==> src/rtl/ram32_sp_fifo_pkg.sv <==
// Shared constants and the per-cycle operation encoding for the
// single-port LUT-RAM FIFO.
package ram32_sp_fifo_pkg;

  localparam int DEPTH = 32;
  localparam int PTR_W = 5;
  localparam int CNT_W = 6;

  localparam logic [CNT_W-1:0] FULL_CNT = CNT_W'(DEPTH);

  typedef enum logic [2:0] {
    OP_IDLE,
    OP_REFILL,
    OP_BYPASS,
    OP_WRITE,
    OP_DRAIN
  } op_t;

endpackage

==> src/rtl/RAM32X1S.sv <==
// Behavioural model of a 32x1 single-port distributed RAM:
// asynchronous read, synchronous write on the (optionally inverted) WCLK.
module RAM32X1S #(
  parameter logic [31:0] INIT             = 32'h0,
  parameter logic [0:0]  IS_WCLK_INVERTED = 1'b0
) (
  output logic O,
  input  logic A0,
  input  logic A1,
  input  logic A2,
  input  logic A3,
  input  logic A4,
  input  logic D,
  input  logic WCLK,
  input  logic WE
);

  logic [4:0]  addr;
  logic        wclk_eff;
  logic [31:0] mem_q = INIT;

  assign addr     = {A4, A3, A2, A1, A0};
  assign wclk_eff = WCLK ^ IS_WCLK_INVERTED;

  always_ff @(posedge wclk_eff) begin
    if (WE) mem_q[addr] <= D;
  end

  assign O = mem_q[addr];

endmodule

==> src/rtl/ram32_sp_bank.sv <==
// WIDTH-bit storage built from one 32x1 RAM per bit, all bits sharing
// one address and write enable.
module ram32_sp_bank #(
  parameter int WIDTH = 8
) (
  input  logic             clk_i,
  input  logic             we_i,
  input  logic [4:0]       addr_i,
  input  logic [WIDTH-1:0] din_i,
  output logic [WIDTH-1:0] dout_o
);

  for (genvar gi = 0; gi < WIDTH; gi++) begin : g_bit
    RAM32X1S #(
      .INIT             (32'h0),
      .IS_WCLK_INVERTED (1'b0)
    ) u_ram (
      .O    (dout_o[gi]),
      .A0   (addr_i[0]),
      .A1   (addr_i[1]),
      .A2   (addr_i[2]),
      .A3   (addr_i[3]),
      .A4   (addr_i[4]),
      .D    (din_i[gi]),
      .WCLK (clk_i),
      .WE   (we_i)
    );
  end

endmodule

==> src/rtl/ram32_sp_fifo.sv <==
// First-word-fall-through FIFO: the single RAM port is shared between
// push writes and head refills, and the head word lives in DOUT.
module ram32_sp_fifo
  import ram32_sp_fifo_pkg::*;
#(
  parameter int               WIDTH     = 8,
  parameter logic [WIDTH-1:0] INIT_DOUT = {WIDTH{1'b0}}
) (
  input  logic             CLK,
  input  logic             RST,
  input  logic             IN_VALID,
  output logic             IN_READY,
  input  logic [WIDTH-1:0] DIN,
  output logic             OUT_VALID,
  input  logic             OUT_READY,
  output logic [WIDTH-1:0] DOUT,
  output logic [5:0]       LEVEL
);

  logic [PTR_W-1:0] wr_ptr_q, wr_ptr_d;
  logic [PTR_W-1:0] rd_ptr_q, rd_ptr_d;
  logic [CNT_W-1:0] mem_cnt_q, mem_cnt_d;
  logic             out_valid_q, out_valid_d;
  logic [WIDTH-1:0] dout_q, dout_d;

  logic             take, refill, push, ram_we;
  logic [PTR_W-1:0] ram_addr;
  logic [WIDTH-1:0] ram_dout;
  op_t              op;

  // Refill owns the port whenever the head register frees up and RAM has data;
  // this stall is what keeps bypass from overtaking words still in RAM.
  assign take     = !out_valid_q || OUT_READY;
  assign refill   = take && (mem_cnt_q != '0);
  assign IN_READY = !refill && ((mem_cnt_q != FULL_CNT) || take);
  assign push     = IN_VALID && IN_READY;

  always_comb begin
    op = OP_IDLE;
    if (refill)          op = OP_REFILL;
    else if (push && take) op = OP_BYPASS;
    else if (push)       op = OP_WRITE;
    else if (take)       op = OP_DRAIN;
  end

  assign ram_we   = (op == OP_WRITE) && !RST;
  assign ram_addr = ram_we ? wr_ptr_q : rd_ptr_q;

  ram32_sp_bank #(
    .WIDTH (WIDTH)
  ) u_bank (
    .clk_i  (CLK),
    .we_i   (ram_we),
    .addr_i (ram_addr),
    .din_i  (DIN),
    .dout_o (ram_dout)
  );

  always_comb begin
    wr_ptr_d    = wr_ptr_q;
    rd_ptr_d    = rd_ptr_q;
    mem_cnt_d   = mem_cnt_q;
    out_valid_d = out_valid_q;
    dout_d      = dout_q;
    case (op)
      OP_REFILL: begin
        dout_d      = ram_dout;
        out_valid_d = 1'b1;
        rd_ptr_d    = rd_ptr_q + 1'b1;
        mem_cnt_d   = mem_cnt_q - 1'b1;
      end
      OP_BYPASS: begin
        dout_d      = DIN;
        out_valid_d = 1'b1;
      end
      OP_WRITE: begin
        wr_ptr_d  = wr_ptr_q + 1'b1;
        mem_cnt_d = mem_cnt_q + 1'b1;
      end
      OP_DRAIN: out_valid_d = 1'b0;
      default: ;
    endcase
  end

  always_ff @(posedge CLK) begin
    if (RST) begin
      wr_ptr_q    <= '0;
      rd_ptr_q    <= '0;
      mem_cnt_q   <= '0;
      out_valid_q <= 1'b0;
      dout_q      <= INIT_DOUT;
    end else begin
      wr_ptr_q    <= wr_ptr_d;
      rd_ptr_q    <= rd_ptr_d;
      mem_cnt_q   <= mem_cnt_d;
      out_valid_q <= out_valid_d;
      dout_q      <= dout_d;
    end
  end

  assign OUT_VALID = out_valid_q;
  assign DOUT      = dout_q;
  assign LEVEL     = mem_cnt_q + {{(CNT_W-1){1'b0}}, out_valid_q};

endmodule

==> config.mk <==
export PLATFORM = sky130hd
export DESIGN_NAME = ram32_sp_fifo
export DESIGN_NICKNAME = d
export VERILOG_FILES = /design/src/rtl/ram32_sp_fifo_pkg.sv /design/src/rtl/RAM32X1S.sv /design/src/rtl/ram32_sp_bank.sv /design/src/rtl/ram32_sp_fifo.sv
export SDC_FILE = /design/constraint.sdc
export NUM_CORES = 1
export LEC_CHECK = 0
export CORE_MARGIN = 5
export CORE_UTILIZATION = 26
export CTS_CLUSTER_SIZE = 8
export DETAILED_ROUTE_END_ITERATION = 10
export GPL_ROUTABILITY_DRIVEN = 0
export PLACE_DENSITY_LB_ADDON = 0.08
export SLEW_MARGIN = 20
export SYNTH_ARGS = -nofsm -noshare
export SYNTH_HDL_FRONTEND = slang
export SYNTH_HIERARCHICAL = 1
export SYNTH_SLANG_ARGS = --single-unit
==> constraint.sdc <==
create_clock -name CLK -period 4.1 [get_ports CLK]
set_clock_uncertainty 0.1 [all_clocks]
set_input_delay 0.41 -clock CLK [delete_from_list [all_inputs] [get_ports CLK]]
set_output_delay 0.41 -clock CLK [all_outputs]
set_load 0.05 [all_outputs]
==> results.yml, run 1 <==
timing:
  finalHoldViolations: 0
  slew_viol_final: 0
  relSlewSlack_pct: 46.2
  clock.fmax_mhz: 290
  setup_tns_ps: 0
  worst_pin_slew_ps: 805
  setup_viol: 0
  finalCriticalPeriod_ps: 3450
  finalCritPeriodShare_pct: 84.1
  grt_setup_unrepaired: "false"
route:
  drtIter0Drc: 362
  route.met2.wl_mm: 17.1
  drcViolationCount: 0
  met1Wirelength_mm: 16.3
  routedWlPerCell_um: 19.2
  via_per_inst: 4.69
  drt_first_pass_iters: 5
  routed.top_layer: "met4"
  num_vias: 8621
  ant_nets: 0
  wirelength_mm: 35.3
  met3_length_mm: 1.06
setup_path:
  crit_type: "reg -> reg"
  cp-end-kind: "register"
  worstPathRequired_ps: 4420
  path_cells: "nor4_2 -> a31o_1 -> nor2_4 -> mux2_8 -> buf_4 -> mux2i_1 -> o22ai_2 -> nor3_1 -> o2111ai_2 -> mux2i_1 -> a211oi_1"
  startpoint_type: "register"
  cpPeakStageDelay_ps: 550
  crit_arrival_ps: 3770
  crit_slowest_cell: "mux2_8"
  crit_top_cell: "mux2i_1"
  cp_max_fo: 41
cts:
  ctsHoldBuffers: 0
  clk_pin_slew_worst_paths_ps: 50
  cts_resized: 0
  clock_path_buffers: 3
  cts_tree: "yes"
  clk-insertion-delay-late_ps: 550
  cts_sinks: 281
  clock-root-buffer: "clkbuf_16"
  cts_max_level: 2
  cts_setup_buffers: 0
  cts_buffers: 41
grt:
  grt_pass1_vias: 9005
  grt_pass1_wl_mm: 55.1
  antenna_found_initial: 0
  grt.overflow.total: 0
  grt_max_degree: 51
  grt.total_usage_pct: 12.6
power:
  switchingPower_mw: 2.87
  power_frac_seq_pct: 36.1
  pwr-share-comb_pct: 28.9
  p_leak_nw: 4.81
  p_int_mw: 6.29
  ir_worst_vdd_v: 0.000304
  cellPowerDensity_mw_per_mm2: 575
  clkPwrFrac_pct: 35.1
  swShare_pct: 31.3
run:
  drv_cap: 0
placed_design:
  numPortBuffers: 27
  hpwl_mm: 21.6
  numPlacedInstances: 1767
floorplan:
  row_count: 83
  fp.dieArea_mm2: 0.0563
  core_mm2: 0.0513
  die_h_um: 237
  dieWidth_um: 237
  pin_count: 28
  initial_core_util_pct: 26.2
synth:
  synth_enable_flop_cells: 256
  ys_types: 61
  synthCells: 1075
  synth-seq-cells: 281
  yosys_warnings: 6
  yosysSeqAreaShare_pct: 60.9
  async_flop_share_pct: 0
  synth_top_area_share_pct: 57.2
  yosys-top-cells-area: "edfxtp_1, nor2_1, mux2i_1"
  synthFlopType: "edfxtp_1"
  syn_area_per_cell_um2: 12.5
  syn_nets: 1096
  synth_top_area_cell: "edfxtp_1"
  syn-cell-area_mm2: 0.0134
worst_hold_path:
  holdCritPathClass: "reg -> reg"
final_layout:
  layout.cells.non_filler: 1840
  nets: 1151
  fillers: 5293
  final_common_cell: "nor2_1"
  antenna_cells: 0
  final_cell_mix: "nor2_1, edfxtp_1, mux2i_1"
  syn_to_final_growth_pct: 18.5
  drive_gt1_share_pct: 12.8
status:
  status: "complete, no violations"
==> layout make-up <==
| cell class | instances | area, µm² | share of cell area [%] |
|---|---|---|---|
| well taps | 680 | 851 | 5.34 |
| flip-flops and latches | 281 | 8190 | 51.4 |
| repair buffers | 73 | 716 | 4.49 |
| inverters | 18 | 67.6 | 0.424 |
| clock inverters | 1 | 8.76 | 0.0550 |
| clock buffers | 72 | 1200 | 7.57 |
| multi-input cells | 715 | 4890 | 30.7 |
==> critical path, delay by kind of cell (launching register included) <==
kind	cells	cell delay, ps
AOI/OAI and AO/OA	4	610
DFF	1	390
muxes	3	1010
and+or+nand+nor	3	840
buffers and inverters	1	340
==> registers in the layout, indices dropped and copies added, names as in the netlist <==
name / cells
u_bank/g_bit.u_ram/mem_q: 256
rd_ptr_q: 5
mem_cnt_q: 6
DOUT: 8
wr_ptr_q: 5
OUT_VALID: 1
==> synthesized netlist by cell type, drive strengths merged (5+ instances only) <==
library cell	n
a211oi	10
a21oi	7
buf	40
clkbuf	21
dfxtp	25
edfxtp	256
ha	8
inv	18
mux2	6
mux2i	96
mux4	21
nand2	5
nand2b	24
nand3	36
nand3b	42
nor2	277
nor2b	9
nor3	40
nor4	6
o2111ai	8
o21ai	7
o221ai	5
o22ai	28
or3	12
or3b	25
xnor2	8
==> worst paths after layout <==
path	start	to	slack [ps]	cells after the start
setup / recovery	mem_cnt_q[0]$_SDFFE_PP0P_	DOUT[3]$_SDFFE_PP0P_	650	11
hold / removal	wr_ptr_q[4]$_SDFFE_PP0P_	wr_ptr_q[4]$_SDFFE_PP0P_	380	2
setup reg to reg	mem_cnt_q[0]$_SDFFE_PP0P_	DOUT[3]$_SDFFE_PP0P_	650	11
hold reg to reg	wr_ptr_q[4]$_SDFFE_PP0P_	wr_ptr_q[4]$_SDFFE_PP0P_	380	2
==> metal layers <==
| metal | global-route usage [%] | vias to the layer above |
|---|---|---|
| li1 | - | 4136 |
| met1 | 16.6 | 4331 |
| met2 | 21.0 | 93 |
| met3 | 2.16 | 61 |
| met4 | 4.09 | 0 |
| met5 | 0 | - |
==> logic make-up (layout without fill, tap and decap cells) <==
group / count (synthesis) / after routing / synth area share, %
adders and majority gates: 9 / 9 / 0.894
AOI/OAI and AO/OA: 88 / 88 / 5.44
and+or+nand+nor: 484 / 484 / 17.9
xor gates and xnor gates: 11 / 11 / 0.717
DFF: 281 / 281 / 60.9
muxes: 123 / 123 / 11.2
buffers and inverters: 79 / 164 / 2.92
==> power by group through the flow <==
stage	sequential [mW]	combinational (mW)	clock, mW
final	3.30	2.64	3.21
after CTS	3.31	2.71	3.36
after floorplan	3.45	1.80	0
after global placement	3.37	2.71	0
after detailed placement	3.36	2.70	0
after global routing	3.32	2.88	3.48
==> stage by stage <==
step	hold slack (ps)	util, %	worst slack [ps]	power, mW	instance area (µm²)
6_report	382	31.0	653	9.16	15900
5_1_grt	404	31.0	382	9.67	15900
4_1_cts	383	31.0	533	9.38	15900
3_5_place_dp	377	28.7	228	6.07	14700
3_3_place_gp	369	28.7	254	6.08	14700
2_1_floorplan	348	-	14.0	5.25	13400
No activity file was read; power rests on OpenSTA's default activity.
==> run 2, diff against run 1 <==
==> constraint.sdc (replaced) <==
create_clock -name CLK -period 3.1 [get_ports CLK]
set_clock_uncertainty 0.1 [all_clocks]
set_input_delay 0.31 -clock CLK [delete_from_list [all_inputs] [get_ports CLK]]
set_output_delay 0.31 -clock CLK [all_outputs]
set_load 0.05 [all_outputs]
==> run 2 against run 1 <==
- sequential power rose by 32%
- critical path depth did not move
- register-to-register slack got worse by 540 ps
- combinational power rose by 53%
- final area rose by 9.9%
- sequential cell count did not move
- routed wire length rose by 3.3%
- setup slack got worse by 540 ps
- sequential share of layout area fell by 4.6 points
- first-iteration DRC count rose by 20%
- non-clock buffer count rose by 173
- maximum frequency rose by 15%
==> results.yml, run 2 (synthesis gave the netlist of run 1 again) <==
status:
  status: "complete, no violations"
cts:
  clk-insertion-delay-late_ps: 550
  clock-root-buffer: "clkbuf_16"
  cts_max_level: 2
  clock_path_buffers: 3
  cts_tree: "yes"
  ctsHoldBuffers: 0
  clk_pin_slew_worst_paths_ps: 50
  cts_buffers: 41
  cts_sinks: 281
final_layout:
  drive_gt1_share_pct: 27.3
  largest_reg_flops: 256
  antenna_cells: 0
  largest_register: "u_bank/g_bit.u_ram/mem_q"
  fillers: 5166
  final_common_cell: "nor2_1"
  nets: 1327
  final_cell_mix: "nor2_1, edfxtp_1, buf_4"
  syn_to_final_growth_pct: 30.2
  fin_util_pct: 34.1
  stdcell_area_mm2: 0.0175
setup_path:
  crit_type: "reg -> reg"
  worstPathRequired_ps: 3440
  cp-end-kind: "register"
  cp_max_fo: 26
  startpoint_type: "register"
  crit_arrival_ps: 3330
  rrSetupSlack_ps: 110
timing:
  grt_setup_unrepaired: "true"
  finalCriticalPeriod_ps: 2990
  slew_viol_final: 0
  setup_viol: 0
  worst_pin_slew_ps: 671
  relSlewSlack_pct: 54.1
  clock.fmax_mhz: 335
  finalHoldViolations: 0
  finalCritPeriodShare_pct: 96.3
power:
  p_leak_nw: 5.70
  cellPowerDensity_mw_per_mm2: 718
  ir_worst_vdd_v: 0.000330
run:
  drv_cap: 0
placed_design:
  numPortBuffers: 27
  dpl_cell_area_mm2: 0.0161
  hpwl_mm: 24.0
grt:
  grt_pass1_wl_mm: 56.1
  grt.total_usage_pct: 12.7
  grt_max_degree: 34
  antenna_found_initial: 0
  grt_pass1_vias: 9643
  grt.overflow.total: 0
route:
  wirelength_mm: 36.5
  via_per_inst: 4.55
  ant_nets: 0
  drt_first_pass_iters: 4
  drtIter0Drc: 433
  drcViolationCount: 0
  num_vias: 9169
  routedWlPerCell_um: 18.1
floorplan:
  fp.dieArea_mm2: 0.0563
  core_mm2: 0.0513
  initial_core_util_pct: 26.2
  die_h_um: 237
  row_count: 83
  dieWidth_um: 237
  pin_count: 28
worst_hold_path:
  holdCritPathClass: "reg -> reg"
run 2: cell count changes in the layout (fill, tap and decap cells not counted), sizes merged:
| cell | delta |
|---|---|
| mux2 | +3 |
| clkdlybuf4s50 | -2 |
| buf | +173 |
| dlymetal6s2s | +1 |
| clkinv | +2 |
run 2: stage by stage:
stage	setup slack (ps)	std cells	hold WS, ps	TNS, ps	total power, mW
final	115	2017	405	0	12.6
after global placement	-408	1936	394	-23500	8.40
after CTS	32.4	2011	413	0	12.8
after floorplan	-167	1075	309	-1290	7.00
after detailed placement	-394	1936	405	-26700	8.40
after global routing	-25.4	2017	432	-50.6	13.3
run 2: path summary, 6_finish.rpt:
kind	start	endpoint	cells after the start
setup / recovery	mem_cnt_q[3]$_SDFFE_PP0P_	DOUT[1]$_SDFFE_PP0P_	11
hold / removal	DOUT[4]$_SDFFE_PP0P_	DOUT[4]$_SDFFE_PP0P_	2
setup reg to reg	mem_cnt_q[3]$_SDFFE_PP0P_	DOUT[1]$_SDFFE_PP0P_	11
hold reg to reg	DOUT[4]$_SDFFE_PP0P_	DOUT[4]$_SDFFE_PP0P_	2
run 2: area by class of cell:
| cell class | instances | area, µm² | share of cell area [%] |
|---|---|---|---|
| Sequential cell | 281 | 8190 | 46.8 |
| Multi-Input combinational cell | 718 | 5120 | 29.3 |
| Timing Repair Buffer | 246 | 2070 | 11.8 |
| Clock buffer | 71 | 1180 | 6.75 |
| Tap cell | 680 | 851 | 4.86 |
| Inverter | 18 | 67.6 | 0.386 |
| Clock inverter | 3 | 17.5 | 0.100 |
run 2: worst max-delay path, stage by stage (launching register included):
cell and delay [ps]:
dfxtp_1 330, nor4_4 340, a31o_1 260, nor2_4 90, mux2_4 400, buf_12 190, or3b_1 410, o22ai_1 170
nor3_1 80, o2111ai_2 170, mux2i_1 100, a211oi_1 210
run 2: per-layer routing:
| layer | track usage (%) | up-vias | routed length, µm |
|---|---|---|---|
| met1 | 16.9 | 4525 | 17300 |
| met4 | 3.64 | 0 | 741 |
| li1 | - | 4463 | - |
| met2 | 21.2 | 131 | 17200 |
| met5 | 0 | - | 0 |
| met3 | 2.36 | 50 | 1270 |
run 2: where the power goes:
part / internal, mW / switching (mW) / leakage [nW]
registers: 4.25 / 0.110 / 2.51
logic: 1.82 / 2.20 / 2.62
clock network: 2.56 / 1.63 / 0.573
run 2: repair_timing:
action	in CTS	in global routing
gates resized for setup	1	27
buffers inserted	0	3
endpoints found under the setup margin	5	8
pin swaps	0	5
gates cloned	1	3
==> run 3, diff against run 2 <==
--- a/config.mk
+++ b/config.mk
@@ -11,7 +11,6 @@
 export DETAILED_ROUTE_END_ITERATION = 10
 export GPL_ROUTABILITY_DRIVEN = 0
 export PLACE_DENSITY_LB_ADDON = 0.08
-export SLEW_MARGIN = 20
 export SYNTH_ARGS = -nofsm -noshare
 export SYNTH_HDL_FRONTEND = slang
 export SYNTH_HIERARCHICAL = 1
==> results of run 3 <==
No change in the layout: final DEF, timing and power equal those of run 2.
